[src/rtl/axi_lite_pkg.sv]
// Shared AXI-lite definitions for the write arbiter: response codes, the
// arbiter FSM state encoding and a small round-robin pointer helper.
package axi_lite_pkg;

    // Write response codes carried on BRESP.
    localparam logic [1:0] BRESP_OKAY   = 2'b00;
    localparam logic [1:0] BRESP_EXOKAY = 2'b01;
    localparam logic [1:0] BRESP_SLVERR = 2'b10;
    localparam logic [1:0] BRESP_DECERR = 2'b11;

    // One write transaction walks IDLE -> ADDR -> DATA -> RESP -> IDLE.
    typedef enum logic [1:0] {
        IDLE = 2'd0,
        ADDR = 2'd1,
        DATA = 2'd2,
        RESP = 2'd3
    } wr_state_t;

    // Round-robin successor of a granted index: the master after the one
    // just served gets first look next time, wrapping at the last master.
    function automatic int rr_next(input int granted, input int num_m);
        return (granted == num_m - 1) ? 0 : granted + 1;
    endfunction

endpackage

[src/rtl/axi_write_arbiter_rr_pick.sv]
// Combinational round-robin picker: returns the first requesting index found
// when searching upward from ptr with wrap-around.
module rr_pick #(
    parameter  int NUM_M = 2,
    localparam int PW    = $clog2(NUM_M)
) (
    input  logic [NUM_M-1:0] req,
    input  logic [PW-1:0]    ptr,
    output logic [PW-1:0]    gnt_idx,
    output logic             gnt_any
);

    // Scan NUM_M candidate positions starting at ptr; the first hit wins.
    always_comb begin
        logic [PW-1:0] idx;
        // NOTE: every output gets a default before the loop so no path leaves it unassigned, which would infer a latch.
        gnt_idx = '0;
        gnt_any = 1'b0;
        idx     = '0;
        for (int off = 0; off < NUM_M; off++) begin
            idx = PW'((int'(ptr) + off) % NUM_M);
            if (!gnt_any && req[idx]) begin
                gnt_any = 1'b1;
                gnt_idx = idx;
            end
        end
    end

endmodule

[src/rtl/axi_write_arbiter.sv]
// Round-robin arbiter sharing one AXI-lite write slave between NUM_M masters.
// A complete AW -> W -> B transaction is granted at a time; the FSM, grant and
// round-robin pointer are registered and all channel steering is combinational
// from the registered grant.
module axi_write_arbiter
    import axi_lite_pkg::*;
#(
    parameter  int NUM_M = 2,
    parameter  int AW    = 32,
    parameter  int DW    = 32,
    localparam int GW    = $clog2(NUM_M)
) (
    input  logic                ACLK,
    input  logic                ARESETN,

    input  logic [NUM_M-1:0]    s_awvalid,
    input  logic [NUM_M*AW-1:0] s_awaddr,
    output logic [NUM_M-1:0]    s_awready,
    input  logic [NUM_M-1:0]    s_wvalid,
    input  logic [NUM_M*DW-1:0] s_wdata,
    output logic [NUM_M-1:0]    s_wready,
    input  logic [NUM_M-1:0]    s_bready,
    output logic [NUM_M-1:0]    s_bvalid,
    output logic [NUM_M*2-1:0]  s_bresp,

    output logic                m_awvalid,
    output logic [AW-1:0]       m_awaddr,
    input  logic                m_awready,
    output logic                m_wvalid,
    output logic [DW-1:0]       m_wdata,
    input  logic                m_wready,
    output logic                m_bready,
    input  logic                m_bvalid,
    input  logic [1:0]          m_bresp,

    output logic [GW-1:0]       grant_id,
    output logic                busy
);

    wr_state_t     state;
    logic [GW-1:0] rr_ptr;
    logic [GW-1:0] pick_idx;
    logic          pick_any;

    rr_pick #(
        .NUM_M (NUM_M)
    ) u_rr_pick (
        .req     (s_awvalid),
        .ptr     (rr_ptr),
        .gnt_idx (pick_idx),
        .gnt_any (pick_any)
    );

    // Sequencing of one granted transaction and round-robin pointer update.
    always_ff @(posedge ACLK or negedge ARESETN) begin
        if (!ARESETN) begin
            state    <= IDLE;
            rr_ptr   <= '0;
            grant_id <= '0;
        end else begin
            // NOTE: non-blocking assignments so every register here updates from the values seen before the edge.
            case (state)
                IDLE: begin
                    if (pick_any) begin
                        grant_id <= pick_idx;
                        state    <= ADDR;
                    end
                end
                ADDR: begin
                    if (m_awvalid && m_awready) begin
                        state <= DATA;
                    end
                end
                DATA: begin
                    if (m_wvalid && m_wready) begin
                        state <= RESP;
                    end
                end
                RESP: begin
                    if (m_bvalid && m_bready) begin
                        rr_ptr <= GW'(rr_next(int'(grant_id), NUM_M));
                        state  <= IDLE;
                    end
                end
                default: begin
                    state <= IDLE;
                end
            endcase
        end
    end

    // Busy covers the whole granted transaction, i.e. every non-IDLE state.
    assign busy = (state != IDLE);

    // Channel steering: only the phase matching the state is connected, only
    // for the granted master; everything else is driven to zero.
    always_comb begin
        s_awready = '0;
        s_wready  = '0;
        s_bvalid  = '0;
        s_bresp   = '0;
        m_awvalid = 1'b0;
        m_awaddr  = '0;
        m_wvalid  = 1'b0;
        m_wdata   = '0;
        m_bready  = 1'b0;
        case (state)
            ADDR: begin
                m_awvalid           = s_awvalid[grant_id];
                m_awaddr            = s_awaddr[int'(grant_id)*AW +: AW];
                s_awready[grant_id] = m_awready;
            end
            DATA: begin
                m_wvalid           = s_wvalid[grant_id];
                m_wdata            = s_wdata[int'(grant_id)*DW +: DW];
                s_wready[grant_id] = m_wready;
            end
            RESP: begin
                s_bvalid[grant_id]               = m_bvalid;
                s_bresp[int'(grant_id)*2 +: 2]   = m_bresp;
                m_bready                         = s_bready[grant_id];
            end
            default: begin
            end
        endcase
    end

endmodule
[config.mk]
export PLATFORM = sky130hd
export DESIGN_NAME = axi_write_arbiter
export DESIGN_NICKNAME = d
export VERILOG_FILES = /design/src/rtl/axi_lite_pkg.sv /design/src/rtl/axi_write_arbiter_rr_pick.sv /design/src/rtl/axi_write_arbiter.sv
export SDC_FILE = /design/constraint.sdc
export NUM_CORES = 1
export LEC_CHECK = 0
export BUFFER_PORTS_ARGS = -buffer_cell sky130_fd_sc_hd__buf_2
export CAP_MARGIN = 20
export CORE_MARGIN = 8
export CORE_UTILIZATION = 31
export CTS_BUF_LIST = sky130_fd_sc_hd__clkbuf_16
export CTS_CLUSTER_DIAMETER = 60
export DETAILED_ROUTE_END_ITERATION = 7
export PLACE_DENSITY = 0.83
export SETUP_SLACK_MARGIN = 0.5
export SYNTH_ARGS = -nofsm -noshare
export SYNTH_HDL_FRONTEND = slang
export SYNTH_SLANG_ARGS = --single-unit
[constraint.sdc]
create_clock -name ACLK -period 2.15 [get_ports ACLK]
set_input_delay 0.3225 -clock ACLK [delete_from_list [all_inputs] [get_ports ACLK]]
set_output_delay 0.3225 -clock ACLK [all_outputs]
set_load 0.02 [all_outputs]
# --- Word level (Yosys, flattened, before mapping) ---
# Index checks and enable logic that the tools add are counted.
word_totals:
  ff_bits: 4
  latch_bits: 0
  mem_bits_rw: 0
  rom_bits: 0
  inputBits: 141
  output_inout_bits: 79
  word_cells: 67
  mem_count: 0
op_classes:
  addsub: 3
  multipliers: 0
  n_div: 0
  order_cmp: 4
  eq_ne: 7
  shifts: 4
  n_mux: 31
  n_bitwise: 4
  reduce_logical: 11
op_table:
  columns: ["cell", "count"]
  rows:
  - ["variable part select 64 x 7 -> 32 bit", 2]
  - ["2-to-1 mux 32 bit", 2]
  - ["negator 2 -> 33 bit", 1]
  - ["variable shift 2 x 33 -> 4 bit, first input constant", 1]
  - ["variable part select 2 x 33 -> 4 bit", 1]
  - ["2-to-1 mux 1 bit", 19]
  - ["2-to-1 mux 2 bit", 7]
  - ["!= test 2 bit, second input constant", 4]
  - ["case mux 2 bit (4 select lines)", 1]
  - ["bitwise AND 2 bit", 3]
  - ["< comparator 1 x 2 -> 1 bit, second input constant", 3]
  - ["logical AND 1 bit", 5]
  - ["bitwise AND 4 bit", 1]
  - ["equality test 2 bit, second input constant", 2]
  - ["2-to-1 mux 4 bit", 1]
  - ["AND reduction 2 bit", 2]
  - ["AND reduction 4 bit", 1]
  - ["adder 1 bit, second input constant", 2]
  - ["equality test 2 x 1 -> 1 bit, second input constant", 1]
  - ["zero test 2 bit", 1]
  - ["nonzero test 2 bit", 1]
  - ["demux 1 bit (select 1 bit)", 1]
  - [">= comparator 1 bit, second input constant", 1]
  - ["zero test 1 bit", 1]

# --- Depth between registers and ports, before layout ---
depth:
  ltp_word: 8
  ltp_mapped: 6
  mapped_depth_nobuf: 5

# --- Hierarchy ---
# A second synthesis with hierarchy kept.
unflattened:
  cells_unflattened: 194
  hier_area_um2: 1539.0
modules_own_cells:
  columns: ["module", "n_inst", "cells_each", "area_per_inst_um2", "seq_area_each_um2"]
  rows:
  - ["axi_write_arbiter", 1, 191, 1521.5, 100.1]
  - ["rr_pick", 1, 3, 17.5, 0.0]

# --- Worst setup path after synthesis ---
# Ideal clock, no wire load.
synth_timing:
  path_type: "reg-to-output"
  from: "reg grant_id"
  to: "out m_awaddr[0]"
  t_arrival_ns: 1.497
  required_ns: 1.827
  setup_slack_ns: 0.330
  stages_incl_launch_ff: 6
  path_buffers: 3
  path_cell_list: "dfrtp_1 -> buf_4 -> buf_2 -> buf_2 -> mux2i_1 -> nor2b_1"
synth_via:
  elab_chain_cells: 2
synth_rtl:
  columns: ["item", "line", "rtl"]
  rows:
  - ["from (decl)", "axi_write_arbiter.sv:36", "output logic [GW-1:0] grant_id,"]
  - ["from (signal assigned)", "axi_write_arbiter.sv:65", "grant_id <= pick_idx;"]
  - ["variable part select 64 x 7 -> 32 bit", "axi_write_arbiter.sv:110", "m_awaddr = s_awaddr[int'(grant_id)*AW +: AW];"]
  - ["2-to-1 mux 32 bit", "axi_write_arbiter.sv:107", "case (state)"]
  - ["to (decl)", "axi_write_arbiter.sv:27", "output logic [AW-1:0] m_awaddr,"]
# No other way between the ends.

# --- Worst setup path in the final report ---
layout_timing:
  from: "reg grant_id"
  to: "out m_wdata[11]"
layout_via:
  elab_chain_cells: 2
layout_rtl:
  columns: ["item", "line", "rtl"]
  rows:
  - ["variable part select 64 x 7 -> 32 bit", "axi_write_arbiter.sv:115", "m_wdata = s_wdata[int'(grant_id)*DW +: DW];"]
  - ["2-to-1 mux 32 bit", "axi_write_arbiter.sv:107", null]
  - ["to (decl)", "axi_write_arbiter.sv:30", "output logic [DW-1:0] m_wdata,"]
# No other way between the ends.

==> results.json <==
{
  "outcome": "completed",
  "multi_input_area_sq_um": 1700,
  "grt_first_pass_wirelength_um": 11200,
  "synth_adder_area_share_pct": 4.12,
  "clock_skew_ns": 0.00293,
  "slew_violations": 0,
  "tightest_slew_ns": 0.332,
  "placedInstanceArea_sq_um": 2880,
  "cp_max_fo": 10,
  "grt_pass1_vias": 2286,
  "syn-cell-area_sq_um": 1520,
  "dp.cells": 466,
  "gr-total-overflow": 0,
  "cts_max_level": 1,
  "yosysWarnings": 0,
  "cp.required_ns": 1.83,
  "cts_tree": "yes",
  "whs_ns": 0.319,
  "async_flop_share_pct": 100,
  "rows": 25,
  "synth_seq_area_share_pct": 6.58,
  "finalHoldViolCount": 0,
  "synthXorXnorAreaFrac_pct": 0,
  "ir_worst_vdd_v": 0.000894,
  "max_freq_mhz": 525,
  "synth_top_family_by_area": "multiplexers",
  "dieArea_sq_um": 7400,
  "ys.flop_type": "dfrtp_1",
  "antenna_cells": 0,
  "ios": 220,
  "fp.dieH_um": 86.0,
  "synth_area_leaders": "mux2i_1 45%, nor2b_1 28%, dfrtp_1 6.6%, ha_1 4.1%, buf_2 2.3%",
  "drt-total-wl_um": 9460,
  "synth-simple-area-share_pct": 34.5,
  "antenna_found_initial": 0,
  "fin_crit_sh_pct": 88.7,
  "rr_endpoint": "state[1]$_DFFE_PN0P_",
  "syn_inst": 192,
  "synth_compound_area_share_pct": 3.29,
  "fin_nets": 567,
  "synth_nets": 338,
  "hold_start": "s_awvalid[0]",
  "coreArea_sq_um": 4720,
  "yosysMostFrequentCell": "nor2b_1",
  "cts_buffers": 3,
  "final_antenna_net_count": 0,
  "drv_cap": 0,
  "synth_largest_area_cell": "mux2i_1",
  "drive_above_1_share_pct": 81.0,
  "clock_latency_ns": 0.22,
  "synth.top_cells.by_count": "69 x nor2b_1, 68 x mux2i_1, 9 x clkbuf_1, 7 x buf_2",
  "setup_viol": 0,
  "r2r_start": "state[0]$_DFFE_PN0P_",
  "instances_no_fill": 487,
  "syn_area_per_cell_sq_um": 7.92,
  "path_class": "register to primary output",
  "p_per_area_nw_per_um2": 1360,
  "dr.pass1.iters": 4,
  "regArea_sq_um": 105,
  "critPathLaunchType": "register",
  "initial_core_util_pct": 32.2,
  "synth.mux.area_fraction_pct": 45.5,
  "leakage_nw": 2.00,
  "dp_hpwl_um": 6580,
  "synth_edf_count": 0,
  "grt_max_degree": 41,
  "synth.top_cell.area_share_pct": 44.8,
  "synth_cell_types": 19,
  "wl_per_cell_um": 19.4,
  "fillCellCount": 311,
  "fin_area_sq_um": 3640,
  "cts.path.max_buffers": 2,
  "place_congestion": 0.770,
  "ff2ff_path_depth": 5,
  "syn_to_final_growth_pct": 140,
  "worstPathArrival_ns": 1.58,
  "io_buffers": 219,
  "end_kind": "primary output",
  "root_buffer": "clkbuf_16",
  "grt_setup_unrepaired": "true",
  "remaining_drc_errors": 0,
  "slew_headroom_pct": 77.2,
  "drt_iter0_drc": 41,
  "clkTransAtPathRegs_ns": 0.03,
  "die_x_um": 86.0,
  "holdPathEnd": "grant_id$_DFFE_PN0P_",
  "dr_total_vias": 2359,
  "fin_tns_setup_ns": 0,
  "track_usage_pct": 18.2,
  "ys_ff_latch": 4,
  "hold_depth": 2,
  "r2r_setup_slack_ns": 0.34,
  "avgViaCountPerCell": 4.84,
  "fin_crit_ns": 1.91,
  "cts_sinks": 4,
  "hold_path_class": "input pin to register"
}
==> cells in the final DEF, fill, tap and decap left out, types with 2 or more instances in the layout <==
master	count
nor2b_1	4
and3_1	4
buf_12	3
buf_2	162
clkbuf_16	10
mux2i_4	4
inv_1	3
nor2b_4	5
nand2_1	3
buf_6	14
buf_4	52
ha_4	3
nor2b_2	60
mux2i_2	13
dfrtp_1	2
and2_1	3
buf_16	2
mux2i_1	51
nor2_1	2
a21oi_1	2
==> critical path: stages (launching register included) <==
cell and delay (ns):
dfrtp_4 0.50, buf_12 0.17, clkbuf_16 0.18, mux2i_1 0.25, nor2b_2 0.09, buf_4 0.16
==> flip-flops by register name, indices dropped and copies added (netlist names) <==
register and cells:
rr_ptr 1, state 2, grant_id 1
==> layer usage <==
layer	GRT usage [%]	up-vias	part of all wire, %
met1	17.9	1086	35
met3	6.11	9	9.8
met2	35.8	160	54
met4	3.34	0	0.95
li1	-	1104	-
met5	0	-	0
==> through the flow <==
step	util (%)	worst slack (ns)	total power [mW]
final	77.2	0.244	4.96
after global routing	77.2	0.227	5.22
after CTS	63.4	0.342	3.75
after detailed placement	60.9	0.337	3.38
after global placement	60.9	0.374	3.31
after floorplan	-	0.447	2.49
==> how the worst max path moves through the flow <==
stage / startpoint / to / depth (start not counted)
finish: grant_id$_DFFE_PN0P_ / m_wdata[11] / 5
global route: grant_id$_DFFE_PN0P_ / m_wdata[11] / 5
CTS: grant_id$_DFFE_PN0P_ / m_wdata[1] / 4
detailed placement: state[0]$_DFFE_PN0P_ / state[1]$_DFFE_PN0P_ / 5
global placement: state[0]$_DFFE_PN0P_ / state[1]$_DFFE_PN0P_ / 5
floorplan: state[0]$_DFFE_PN0P_ / state[1]$_DFFE_PN0P_ / 5
==> cells by family (layout without fill, tap and decap cells) <==
kind of cell               after synthesis  in the layout
muxes                                   69             69
DFF                                      4              4
and+or+nand+nor                         87             87
buffers and inverters                   21            249
AOI/OAI and AO/OA                        6              6
adders and majority gates                5              5
==> final cells by class <==
class,instances,share of cell area [%]
Clock buffer,3,2.06
Tap cell,67,2.30
Clock inverter,1,0.103
Multi-Input combinational cell,167,46.7
Sequential cell,4,2.88
Inverter,4,0.481
Timing Repair Buffer,241,45.5
==> where the power goes <==
part	internal, mW	switching (mW)
Sequential	0.126	0.0645
Combinational	2.34	2.14
Clock	0.240	0.0552
Total	2.70	2.26
==> repair_timing <==
action / in CTS / in global routing
hold buffers: 1 / 0
gates cloned: 0 / 10
setup buffers: 0 / 6
endpoints found under the setup margin: 78 / 79
endpoints found under the hold margin: 4 / 0
resized for setup: 10 / 107
pin swaps: 0 / 6
Note: power is estimated with default switching activity, not from simulation.
